**src/rtl/divider_4bit_seq.sv**
```systemverilog
`default_nettype none
// ============================================================================
// Module      : divider_4bit_seq
// Description : Sequential restoring divider, one trial subtraction per clock,
//               with a start/busy/done handshake.
//               Optional macro DIV_ZERO_DETECT_EN: a zero divisor skips the
//               iterations and flags div_by_zero.
// Revision    : 1.0 - initial release
// ============================================================================
module divider_4bit_seq #(
    parameter int WIDTH = 4
) (
    input  logic             clk,
    input  logic             reset,
    input  logic             start,
    input  logic [WIDTH-1:0] dividend,
    input  logic [WIDTH-1:0] divisor,
    output logic             busy,
    output logic             done,
    output logic [WIDTH-1:0] quotient,
    output logic [WIDTH-1:0] remainder,
    output logic             div_by_zero
);

    localparam int                 c_CNT_W  = $clog2(WIDTH + 1);
    localparam logic [c_CNT_W-1:0] c_ITER   = c_CNT_W'(WIDTH);
    localparam logic [c_CNT_W-1:0] c_ONE    = c_CNT_W'(1);
    localparam logic [1:0]         c_S_IDLE = 2'd0;
    localparam logic [1:0]         c_S_RUN  = 2'd1;
    localparam logic [1:0]         c_S_DONE = 2'd2;

    logic [1:0]         r_state;
    logic [1:0]         w_state_next;
    logic [c_CNT_W-1:0] r_cnt;
    logic [WIDTH-1:0]   r_rem;
    logic [WIDTH-1:0]   r_quo_work;
    logic [WIDTH-1:0]   r_divisor;
    logic [WIDTH-1:0]   r_quotient;
    logic [WIDTH-1:0]   r_remainder;
    logic               w_zero_div;
    logic [WIDTH:0]     w_r_shift;
    logic [WIDTH:0]     w_trial;
    logic               w_fits;
    logic [WIDTH-1:0]   w_rem_next;
    logic [WIDTH-1:0]   w_quo_next;

`ifdef DIV_ZERO_DETECT_EN
    logic r_dbz;

    assign w_zero_div  = (divisor == '0);
    assign div_by_zero = r_dbz;

    always_ff @(posedge clk) begin
        if (reset) begin
            r_dbz <= 1'b0;
        end else if (r_state == c_S_IDLE && start) begin
            r_dbz <= w_zero_div;
        end
    end
`else
    assign w_zero_div  = 1'b0;
    assign div_by_zero = 1'b0;
`endif

    // Restored remainder is always below the divisor, so WIDTH bits hold it
    // and the shifted value only needs one extra bit for the trial.
    assign w_r_shift  = {r_rem, r_quo_work[WIDTH-1]};
    assign w_trial    = w_r_shift - {1'b0, r_divisor};
    assign w_fits     = ~w_trial[WIDTH];
    assign w_rem_next = w_fits ? w_trial[WIDTH-1:0] : w_r_shift[WIDTH-1:0];
    assign w_quo_next = {r_quo_work[WIDTH-2:0], w_fits};

    always_comb begin
        w_state_next = r_state;
        case (r_state)
            c_S_IDLE: if (start) w_state_next = w_zero_div ? c_S_DONE : c_S_RUN;
            c_S_RUN:  if (r_cnt == c_ONE) w_state_next = c_S_DONE;
            c_S_DONE: w_state_next = c_S_IDLE;
            default:  w_state_next = c_S_IDLE;
        endcase
    end

    always_ff @(posedge clk) begin
        if (reset) begin
            r_state     <= c_S_IDLE;
            r_cnt       <= '0;
            r_rem       <= '0;
            r_quo_work  <= '0;
            r_divisor   <= '0;
            r_quotient  <= '0;
            r_remainder <= '0;
        end else begin
            r_state <= w_state_next;
            case (r_state)
                c_S_IDLE: begin
                    if (start) begin
                        r_divisor  <= divisor;
                        r_quo_work <= dividend;
                        r_rem      <= '0;
                        r_cnt      <= c_ITER;
                        if (w_zero_div) begin
                            r_quotient  <= '1;
                            r_remainder <= dividend;
                        end
                    end
                end
                c_S_RUN: begin
                    r_rem      <= w_rem_next;
                    r_quo_work <= w_quo_next;
                    r_cnt      <= r_cnt - c_ONE;
                    // Results publish only on the final iteration.
                    if (r_cnt == c_ONE) begin
                        r_quotient  <= w_quo_next;
                        r_remainder <= w_rem_next;
                    end
                end
                default: ;
            endcase
        end
    end

    assign busy      = (r_state == c_S_RUN);
    assign done      = (r_state == c_S_DONE);
    assign quotient  = r_quotient;
    assign remainder = r_remainder;

endmodule
`default_nettype wire

```
**config.mk**
```make
export PLATFORM = sky130hd
export DESIGN_NAME = divider_4bit_seq
export DESIGN_NICKNAME = d
export VERILOG_FILES = /design/src/rtl/divider_4bit_seq.sv
export SDC_FILE = /design/constraint.sdc
export NUM_CORES = 1
export LEC_CHECK = 0
export BUFFER_PORTS_ARGS = -buffer_cell sky130_fd_sc_hd__buf_2
export CAP_MARGIN = 20
export CELL_PAD_IN_SITES_DETAIL_PLACEMENT = 0
export CELL_PAD_IN_SITES_GLOBAL_PLACEMENT = 2
export CORE_ASPECT_RATIO = 0.9
export CORE_MARGIN = 2
export CORE_UTILIZATION = 32
export CTS_CLUSTER_DIAMETER = 40
export DETAILED_ROUTE_END_ITERATION = 7
export MAX_ROUTING_LAYER = met4
export PLACE_DENSITY = 0.75
export RECOVER_POWER = 25
export SLEW_MARGIN = 20
export SYNTH_ARGS = -nofsm -noshare
export SYNTH_HDL_FRONTEND = slang
export SYNTH_SLANG_ARGS = --single-unit
```
**constraint.sdc**
```tcl
create_clock -name clk -period 2.5 [get_ports clk]
set_clock_uncertainty 0.1 [all_clocks]
set_input_delay 0.25 -clock clk [delete_from_list [all_inputs] [get_ports clk]]
set_output_delay 0.25 -clock clk [all_outputs]
set_load 0.02 [all_outputs]
```
==> results of run 1 <==
-- stage by stage --
step           setup WS (ns)  utilization  instance area, um2  hold slack (ns)
2_1_floorplan          0.366            -                1280            0.234
3_3_place_gp           0.284        0.375                1420            0.334
3_5_place_dp           0.201        0.375                1420            0.342
4_1_cts                0.187        0.388                1470            0.108
5_1_grt               0.0273        0.384                1450            0.124
6_report               0.210        0.384                1450            0.113
-- flip-flops by register name (all words and copies together), names as in the netlist --
signal,cells
r_quo_work,4
r_divisor,4
r_rem,4
r_state,2
remainder,4
quotient,4
r_cnt,3
-- synth_stat cells, types with 2 or more instances --
cell type  number  share of area
inv_1          13          0.038
clkbuf_1        6          0.018
nand3b_1        4          0.023
o211ai_1        2          0.012
a21oi_1        18          0.070
a32o_1          2          0.016
nand3_1         6          0.023
mux2i_1         4          0.031
nor2_1         19          0.056
dfxtp_1        25           0.39
ha_1            6          0.059
a311oi_1        2          0.014
nor2b_1         3          0.015
o21ai_0         5          0.020
nand2_1        10          0.029
nand2b_1        3          0.015
-- power by group --
group / internal (uW) / switching (uW) / total (uW) / leakage (uW)
registers: 426 / 22.9 / 449 / 0.000205
logic: 92.6 / 145 / 237 / 0.000371
clock network: 113 / 134 / 247 / 0.0000217
total: 632 / 302 / 934 / 0.000597
-- metal layers --
metal	up-vias	wire length, um	track usage
li1	567	-	-
met1	490	1480	0.184
met2	21	1290	0.226
met3	4	136	0.0426
met4	0	25	0.0354
met5	-	0	-
-- layout make-up --
class	count	area, um2	share of cell area
clock inverter	1	7.51	0.00516
inverter	13	48.8	0.0336
multi-input combinational	105	688	0.473
clock buffer	3	41.3	0.0284
tap	46	57.6	0.0396
sequential	25	500	0.344
timing repair buffer	23	110	0.0757
-- kinds of logic (layout without fill, tap and decap cells) --
family                   count (synthesis)  in the layout  synth area share
AO/OA/AOI/OAI                           41             41             0.217
adder cells (fa/ha/maj)                  7              7            0.0744
multiplexers                             4              4            0.0313
AND/OR/NAND/NOR                         51             51             0.205
buffers and inverters                   21             40            0.0705
XOR/XNOR                                 1              1           0.00685
flip-flops                              25             25             0.391
other                                    1              1           0.00293
-- worst max path at each step --
stage	from	cells past startpoint	end	slack, ns
finish	r_quo_work[3]	8	remainder[3]	0.21
CTS	r_quo_work[3]	8	remainder[3]	0.19
detailed placement	r_quo_work[3]	8	remainder[3]	0.20
floorplan	r_quo_work[3]	8	remainder[3]	0.37
global placement	r_quo_work[3]	8	remainder[3]	0.28
global route	r_quo_work[3]	8	remainder[3]	0.03
-- worst register-to-register path, stage by stage (launching register included) --
cell      delay [ns]
dfxtp_1         0.32
inv_1           0.09
ha_1            0.17
inv_1           0.05
fa_1            0.41
nand3_2         0.11
a21boi_1        0.15
or4b_4          0.58
a311oi_2        0.24
==> results.py, run 1 <==
metrics = {
    "status": {
        "outcome": "completed",
    },
    "floorplan": {
        "num_rows": 21,
        "start_util": 0.338,
        "pin_count": 22,
        "dieArea_um2": 4520,
        "die_w_um": 70.6,
        "fp.coreArea_um2": 3780,
        "die_h_um": 64.0,
    },
    "final_layout": {
        "drive_gt1_frac": 0.141,
        "finalNonFillerCells": 216,
        "fillers": 417,
        "area_delta_synth_final_pct": 13.7,
        "fin_nets": 189,
        "n_antenna_cell": 0,
        "layout_commonest_cell": "dfxtp_1",
        "mostFrequentLayoutCells": "dfxtp_1, nor2_1, a21oi_1",
    },
    "pwr": {
        "ir_drop_mv": 0.260,
        "fin_total_pwr_uw": 934,
        "powerDensity_nw_per_um2": 642,
        "leakagePower_uw": 0.000597,
    },
    "synth": {
        "ys_types": 39,
        "ys_ff_latch": 25,
        "avgSynthCellArea_um2": 8.47,
        "syn_nets": 169,
        "yosysWarnings": 0,
        "synth-main-ff-cell": "dfxtp_1",
        "syn_inst": 151,
        "syn-cell-area_um2": 1280,
        "synth_edf_count": 0,
        "async_flop_share": 0,
        "seq_area_frac_synth": 0.391,
    },
    "route": {
        "drt_first_pass_iters": 4,
        "drc_errors": 0,
        "finalWirelength_mm": 2.93,
        "vias": 1082,
        "drt_first_iter_violations": 36,
        "routedWlPerCell_um": 13.6,
        "via_per_inst": 5.01,
        "ant_nets": 0,
    },
    "worst_hold_path": {
        "hold_start": "divisor[3]",
        "hold_end": "r_divisor[3]",
        "hold_path.class": "in -> reg",
        "holdPathStages": 3,
    },
    "cts": {
        "cts_max_level": 1,
        "clk_latency_ns": 0.28,
        "clkTransAtPathRegs_ns": 0.10,
        "cts.path.max_buffers": 2,
        "tritoncts": "built",
        "cts_sinks": 25,
        "cts_resized": 0,
        "post_cts_buffers": 0,
        "cts_hold_buffers": 0,
        "tritoncts.num_buffers": 3,
        "clockRootBuffer": "clkbuf_8",
    },
    "setup_path": {
        "worstPathMaxFanout": 7,
        "reg2reg_to": "remainder[3]",
        "endpoint_kind": "flop",
        "reg2reg_slack_ns": 0.21,
        "crit_top_cell": "inv_1",
        "max_stage_delay_ns": 0.58,
        "ff2ff_path_depth": 8,
        "crit_family": "simple AND/OR/NAND/NOR gates",
        "slowest_stage": "or4b_4",
        "worst-endpoint-required_ns": 2.60,
        "critical_path_buf_inv_count": 2,
        "crit_path_cell_trace": "inv_1 > ha_1 > inv_1 > fa_1 > nand3_2 > a21boi_1 > or4b_4 > a311oi_2",
        "r2r-start": "r_quo_work[3]",
        "cp-start-kind": "flop",
        "path_class": "reg -> reg",
        "critical_path_arrival_ns": 2.39,
    },
    "global_routing": {
        "gr-total-overflow": 0,
        "grt_usage": 0.144,
        "grt_pass1_vias": 1107,
        "antenna_found_initial": 0,
        "grt_max_degree": 24,
        "grt_pass1_wl_mm": 5.03,
    },
    "timing": {
        "finalHoldViolCount": 0,
        "period_share": 0.916,
        "fin_setup_tns_ns": 0,
        "drv_slew": 0,
        "min_period_ns": 2.29,
        "finalSetupViolCount": 0,
        "rsz0062_at_grt": "no",
        "fmax_ghz": 0.437,
    },
    "placement": {
        "hpwlAfterDp_mm": 2.24,
        "globalplace.congestion": 0.798,
        "placedCellCount": 212,
        "io_buffers": 20,
    },
    "flow_run": {
        "maxCapViolCount": 0,
    },
}
(Power assumes the default switching activity.)
==> run 2, diff against run 1 <==
BUFFER_PORTS_ARGS = default   (was -buffer_cell sky130_fd_sc_hd__buf_2)
CORE_UTILIZATION = 36   (was 32)
DONT_BUFFER_PORTS = 1   (was default)
PLACE_DENSITY = 0.74   (was 0.75)
==> run 2 against run 1 <==
Net effect: final cell count down 9.7%; routed wire length down 3.7%; global-route usage up 2.1 points; total power down 1.8%; clock-buffer cell count unchanged; sequential power up 1%; first-iteration DRC count down 5.6%; worst setup slack better by 0.043 ns; clock power down 2%; highest routed layer unchanged.
==> results.py, run 2 (synthesis results as in run 1) <==
metrics = {
    "pwr": {
        "p_clk_frac": 0.265,
        "ir_drop_mv": 0.402,
        "combPwrFrac": 0.239,
        "p_sw_uw": 292,
        "internal-power_uw": 625,
        "seqPwrFrac": 0.496,
        "swShare": 0.318,
        "powerDensity_nw_per_um2": 667,
        "leakagePower_uw": 0.000542,
    },
    "setup_path": {
        "worst-endpoint-required_ns": 2.59,
        "critical_path_arrival_ns": 2.34,
        "cp-start-kind": "flop",
        "worstPathMaxFanout": 7,
        "endpoint_kind": "flop",
        "path_class": "reg -> reg",
    },
    "timing": {
        "min_period_ns": 2.25,
        "fin_setup_tns_ns": 0,
        "rsz0062_at_grt": "no",
        "fmax_ghz": 0.445,
        "finalSetupViolCount": 0,
        "tightest_slew_ns": 0.754,
        "drv_slew": 0,
        "period_share": 0.899,
        "finalHoldViolCount": 0,
        "maxSlewHeadroom": 0.496,
    },
    "cts": {
        "cts_max_level": 1,
        "clk_latency_ns": 0.27,
        "cts.path.max_buffers": 2,
        "cts_resized": 0,
        "clockRootBuffer": "clkbuf_8",
        "tritoncts.num_buffers": 3,
        "tritoncts": "built",
        "clkTransAtPathRegs_ns": 0.09,
        "cts_sinks": 25,
    },
    "route": {
        "drc_errors": 0,
        "drt_first_iter_violations": 34,
        "ant_nets": 0,
        "via_per_inst": 5.38,
        "routedWlPerCell_um": 14.5,
        "drt_first_pass_iters": 5,
        "finalWirelength_mm": 2.82,
        "vias": 1049,
    },
    "global_routing": {
        "grt_pass1_vias": 1020,
        "grt_usage": 0.165,
        "grt_pass1_wl_mm": 4.86,
        "grt_max_degree": 19,
        "antenna_found_initial": 0,
        "gr-total-overflow": 0,
    },
    "placement": {
        "globalplace.congestion": 0.735,
        "placedCellCount": 190,
        "hpwlAfterDp_mm": 2.09,
        "io_buffers": 0,
    },
    "flow_run": {
        "maxCapViolCount": 0,
    },
    "floorplan": {
        "die_h_um": 60.5,
        "pin_count": 22,
        "num_rows": 20,
        "die_w_um": 66.8,
        "start_util": 0.379,
        "fp.coreArea_um2": 3380,
        "dieArea_um2": 4050,
    },
    "status": {
        "outcome": "completed",
    },
    "final_layout": {
        "finalNonFillerCells": 195,
        "drive_gt1_frac": 0.0795,
        "mostFrequentLayoutCells": "dfxtp_1, nor2_1, a21oi_1",
        "n_antenna_cell": 0,
        "fin_nets": 170,
        "area_delta_synth_final_pct": 7.44,
        "layout_commonest_cell": "dfxtp_1",
    },
    "worst_hold_path": {
        "hold_path.class": "in -> reg",
    },
}
run 2: cell count changes in the layout (fill, tap and decap cells not counted):
cell           before  now
dlygate4sd3_1       0    1
buf_4               2    3
clkbuf_1            8    0
buf_2              13    0
run 2: layout make-up:
cell class / count / area (um2)
Multi-Input combinational cell: 105 / 688
Timing Repair Buffer: 4 / 32.5
Sequential cell: 25 / 500
Clock inverter: 1 / 7.51
Fill cell: 367 / 2000
Tap cell: 44 / 55.1
Clock buffer: 3 / 41.3
Inverter: 13 / 48.8
run 2: repair_timing:
action	in CTS	in global routing
endpoints found under the hold margin	18	0
hold buffers	1	0
buffers inserted	0	0
endpoints found under the setup margin	0	0
run 2: through the flow:
step	power [uW]	area, um2	utilization	setup slack, ns	hold WS, ns
after CTS	925	1370	0.407	0.236	0.0295
after detailed placement	675	1320	0.389	0.255	0.222
final	917	1370	0.407	0.253	0.0327
after global routing	976	1370	0.407	0.0963	0.0249
after global placement	674	1320	0.389	0.281	0.221
after floorplan	646	1280	-	0.366	0.234
run 2: worst max-delay path, cell delays in order (launching register included):
cell and delay (ns):
dfxtp_1 0.32, inv_1 0.08, ha_1 0.16, inv_1 0.05, fa_1 0.40, nand3_2 0.11
a21boi_1 0.15, or4b_4 0.58, a311oi_2 0.23
run 2: final timing paths:
kind | start | endpoint | slack (ns) | cells after the start
worst min-delay path | divisor[0] | r_divisor[0] | 0.03 | 2
worst max register to register | r_quo_work[3] | remainder[3] | 0.25 | 8
worst min register to register | r_quo_work[1] | quotient[2] | 0.38 | 2
worst max-delay path | r_quo_work[3] | remainder[3] | 0.25 | 8
run 2: per-layer routing:
layer / wire [um] / part of all wire / GRT usage / vias up
met5: 0 / 0 / - / -
met4: 23 / 0.0082 / 0.0262 / 0
met3: 173 / 0.061 / 0.0612 / 4
met2: 1200 / 0.43 / 0.250 / 26
met1: 1420 / 0.50 / 0.216 / 491
li1: - / - / - / 528
run 2: power groups by stage:
| stage | clock network (uW) | logic, uW | registers [uW] |
|---|---|---|---|
| after floorplan | 0 | 190 | 456 |
| after global placement | 0 | 211 | 463 |
| after detailed placement | 0 | 212 | 463 |
| after CTS | 251 | 219 | 455 |
| after global routing | 271 | 246 | 460 |
| final | 243 | 220 | 455 |
==> run 3, diff against run 2 <==
CORE_ASPECT_RATIO = 0.8   (was 0.9)
REMOVE_ABC_BUFFERS = 1   (was default)
clock period = 2.35 ns   (was 2.5 ns; I/O delays follow)
==> run 3 against run 2 <==
Net effect: clock-buffer cell count unchanged; largest power group unchanged; routed wire length down 3.3%; total power up 5.7%; largest cell class unchanged; via count down 1.1%; maximum frequency up 2.0%; final cell count down 0.51%; global-route usage down 1.6 points; non-clock buffer count up 1; critical path type unchanged.
==> results.py, run 3 (synthesis results as in run 1) <==
metrics = {
    "cts": {
        "clk_latency_ns": 0.27,
        "tritoncts": "built",
        "cts_max_level": 1,
        "cts.path.max_buffers": 2,
        "cts_resized": 0,
        "cts_sinks": 25,
        "post_cts_buffers": 0,
        "clockRootBuffer": "clkbuf_8",
        "tritoncts.num_buffers": 3,
        "clkTransAtPathRegs_ns": 0.09,
    },
    "floorplan": {
        "die_h_um": 57.3,
        "fp.coreArea_um2": 3420,
        "num_rows": 19,
        "pin_count": 22,
        "dieArea_um2": 4050,
        "die_w_um": 70.6,
        "start_util": 0.374,
    },
    "setup_path": {
        "critical_path_arrival_ns": 2.29,
        "crit_path_cell_trace": "inv_1 > ha_1 > inv_1 > fa_1 > nand3_2 > and3b_1 > or4b_4 > a311oi_2",
        "slowest_stage": "or4b_4",
        "ff2ff_path_depth": 8,
        "crit_top_cell": "inv_1",
        "worst-endpoint-required_ns": 2.43,
        "max_stage_delay_ns": 0.54,
        "endpoint_kind": "flop",
        "path_class": "reg -> reg",
        "critical_path_buf_inv_count": 2,
        "cp-start-kind": "flop",
        "worstPathMaxFanout": 7,
        "crit_family": "simple AND/OR/NAND/NOR gates",
        "cp_num_cells": 8,
    },
    "final_layout": {
        "mostFrequentLayoutCells": "dfxtp_1, nor2_1, a21oi_1",
        "n_antenna_cell": 0,
        "drive_gt1_frac": 0.0855,
        "area_delta_synth_final_pct": 7.63,
        "fillers": 380,
        "layout_commonest_cell": "dfxtp_1",
        "fin_nets": 171,
    },
    "route": {
        "drt_first_pass_iters": 4,
        "drt_first_iter_violations": 74,
        "via_per_inst": 5.35,
        "routedWlPerCell_um": 14.1,
        "finalWirelength_mm": 2.73,
        "vias": 1037,
        "drc_errors": 0,
        "ant_nets": 0,
    },
    "pwr": {
        "ir_drop_mv": 0.413,
        "fin_total_pwr_uw": 970,
        "powerDensity_nw_per_um2": 705,
        "leakagePower_uw": 0.000550,
    },
    "timing": {
        "fmax_ghz": 0.454,
        "period_share": 0.937,
        "drv_slew": 0,
        "rsz0062_at_grt": "no",
        "finalSetupViolCount": 0,
        "tightest_slew_ns": 0.717,
        "maxSlewHeadroom": 0.520,
        "finalHoldViolCount": 0,
        "min_period_ns": 2.20,
        "fin_setup_tns_ns": 0,
    },
    "status": {
        "outcome": "completed",
    },
    "flow_run": {
        "maxCapViolCount": 0,
    },
    "global_routing": {
        "grt_pass1_wl_mm": 4.63,
        "grt_max_degree": 19,
        "antenna_found_initial": 0,
        "grt_usage": 0.149,
        "gr-total-overflow": 0,
        "grt_pass1_vias": 970,
    },
    "placement": {
        "io_buffers": 0,
        "globalplace.congestion": 0.791,
        "hpwlAfterDp_mm": 2.01,
    },
    "worst_hold_path": {
        "hold_path.class": "in -> reg",
        "holdPathStages": 2,
    },
}
## run 3: report_power, final
part           internal [uW]  switching [uW]
Clock                    119             135
Sequential               453            30.5
Combinational           94.6             138
Total                    666             303
## run 3: worst paths after layout
check / to / start / slack [ns]
max: remainder[3] / r_quo_work[3] / 0.15
min: r_divisor[2] / divisor[2] / 0.01
max reg2reg: remainder[3] / r_quo_work[3] / 0.15
min reg2reg: quotient[2] / r_quo_work[1] / 0.38
## run 3: per-stage QoR
stage	cells	cell area, um2	worst slack [ns]	utilization	hold slack, ns
after floorplan	143	1240	0.216	-	0.203
after global placement	189	1320	0.223	0.386	0.208
after detailed placement	189	1320	0.171	0.386	0.211
after CTS	194	1380	0.146	0.402	0.0108
after global routing	194	1380	0.0459	0.402	0.0124
final	194	1380	0.148	0.402	0.0128
## run 3: timing repair
item                       4_1_cts  5_1_grt
hold endpoints to repair        18        0
hold buffers                     1        0
setup endpoints to repair        0        0
## run 3: final cells by class
| class | instances | area (um2) | area share |
|---|---|---|---|
| clock buffer | 3 | 41.3 | 0.0300 |
| sequential | 25 | 500 | 0.364 |
| clock inverter | 1 | 5.00 | 0.00364 |
| multi-input combinational | 105 | 688 | 0.500 |
| timing repair buffer | 5 | 40.0 | 0.0291 |
| inverter | 13 | 48.8 | 0.0355 |
| tap | 42 | 52.6 | 0.0382 |
## run 3: per-layer routing
layer,GRT usage,share of wire,vias up
li1,-,-,529
met1,0.206,0.51,479
met2,0.218,0.42,27
met3,0.0530,0.061,2
met4,0.0162,0.0029,0
met5,-,0,-
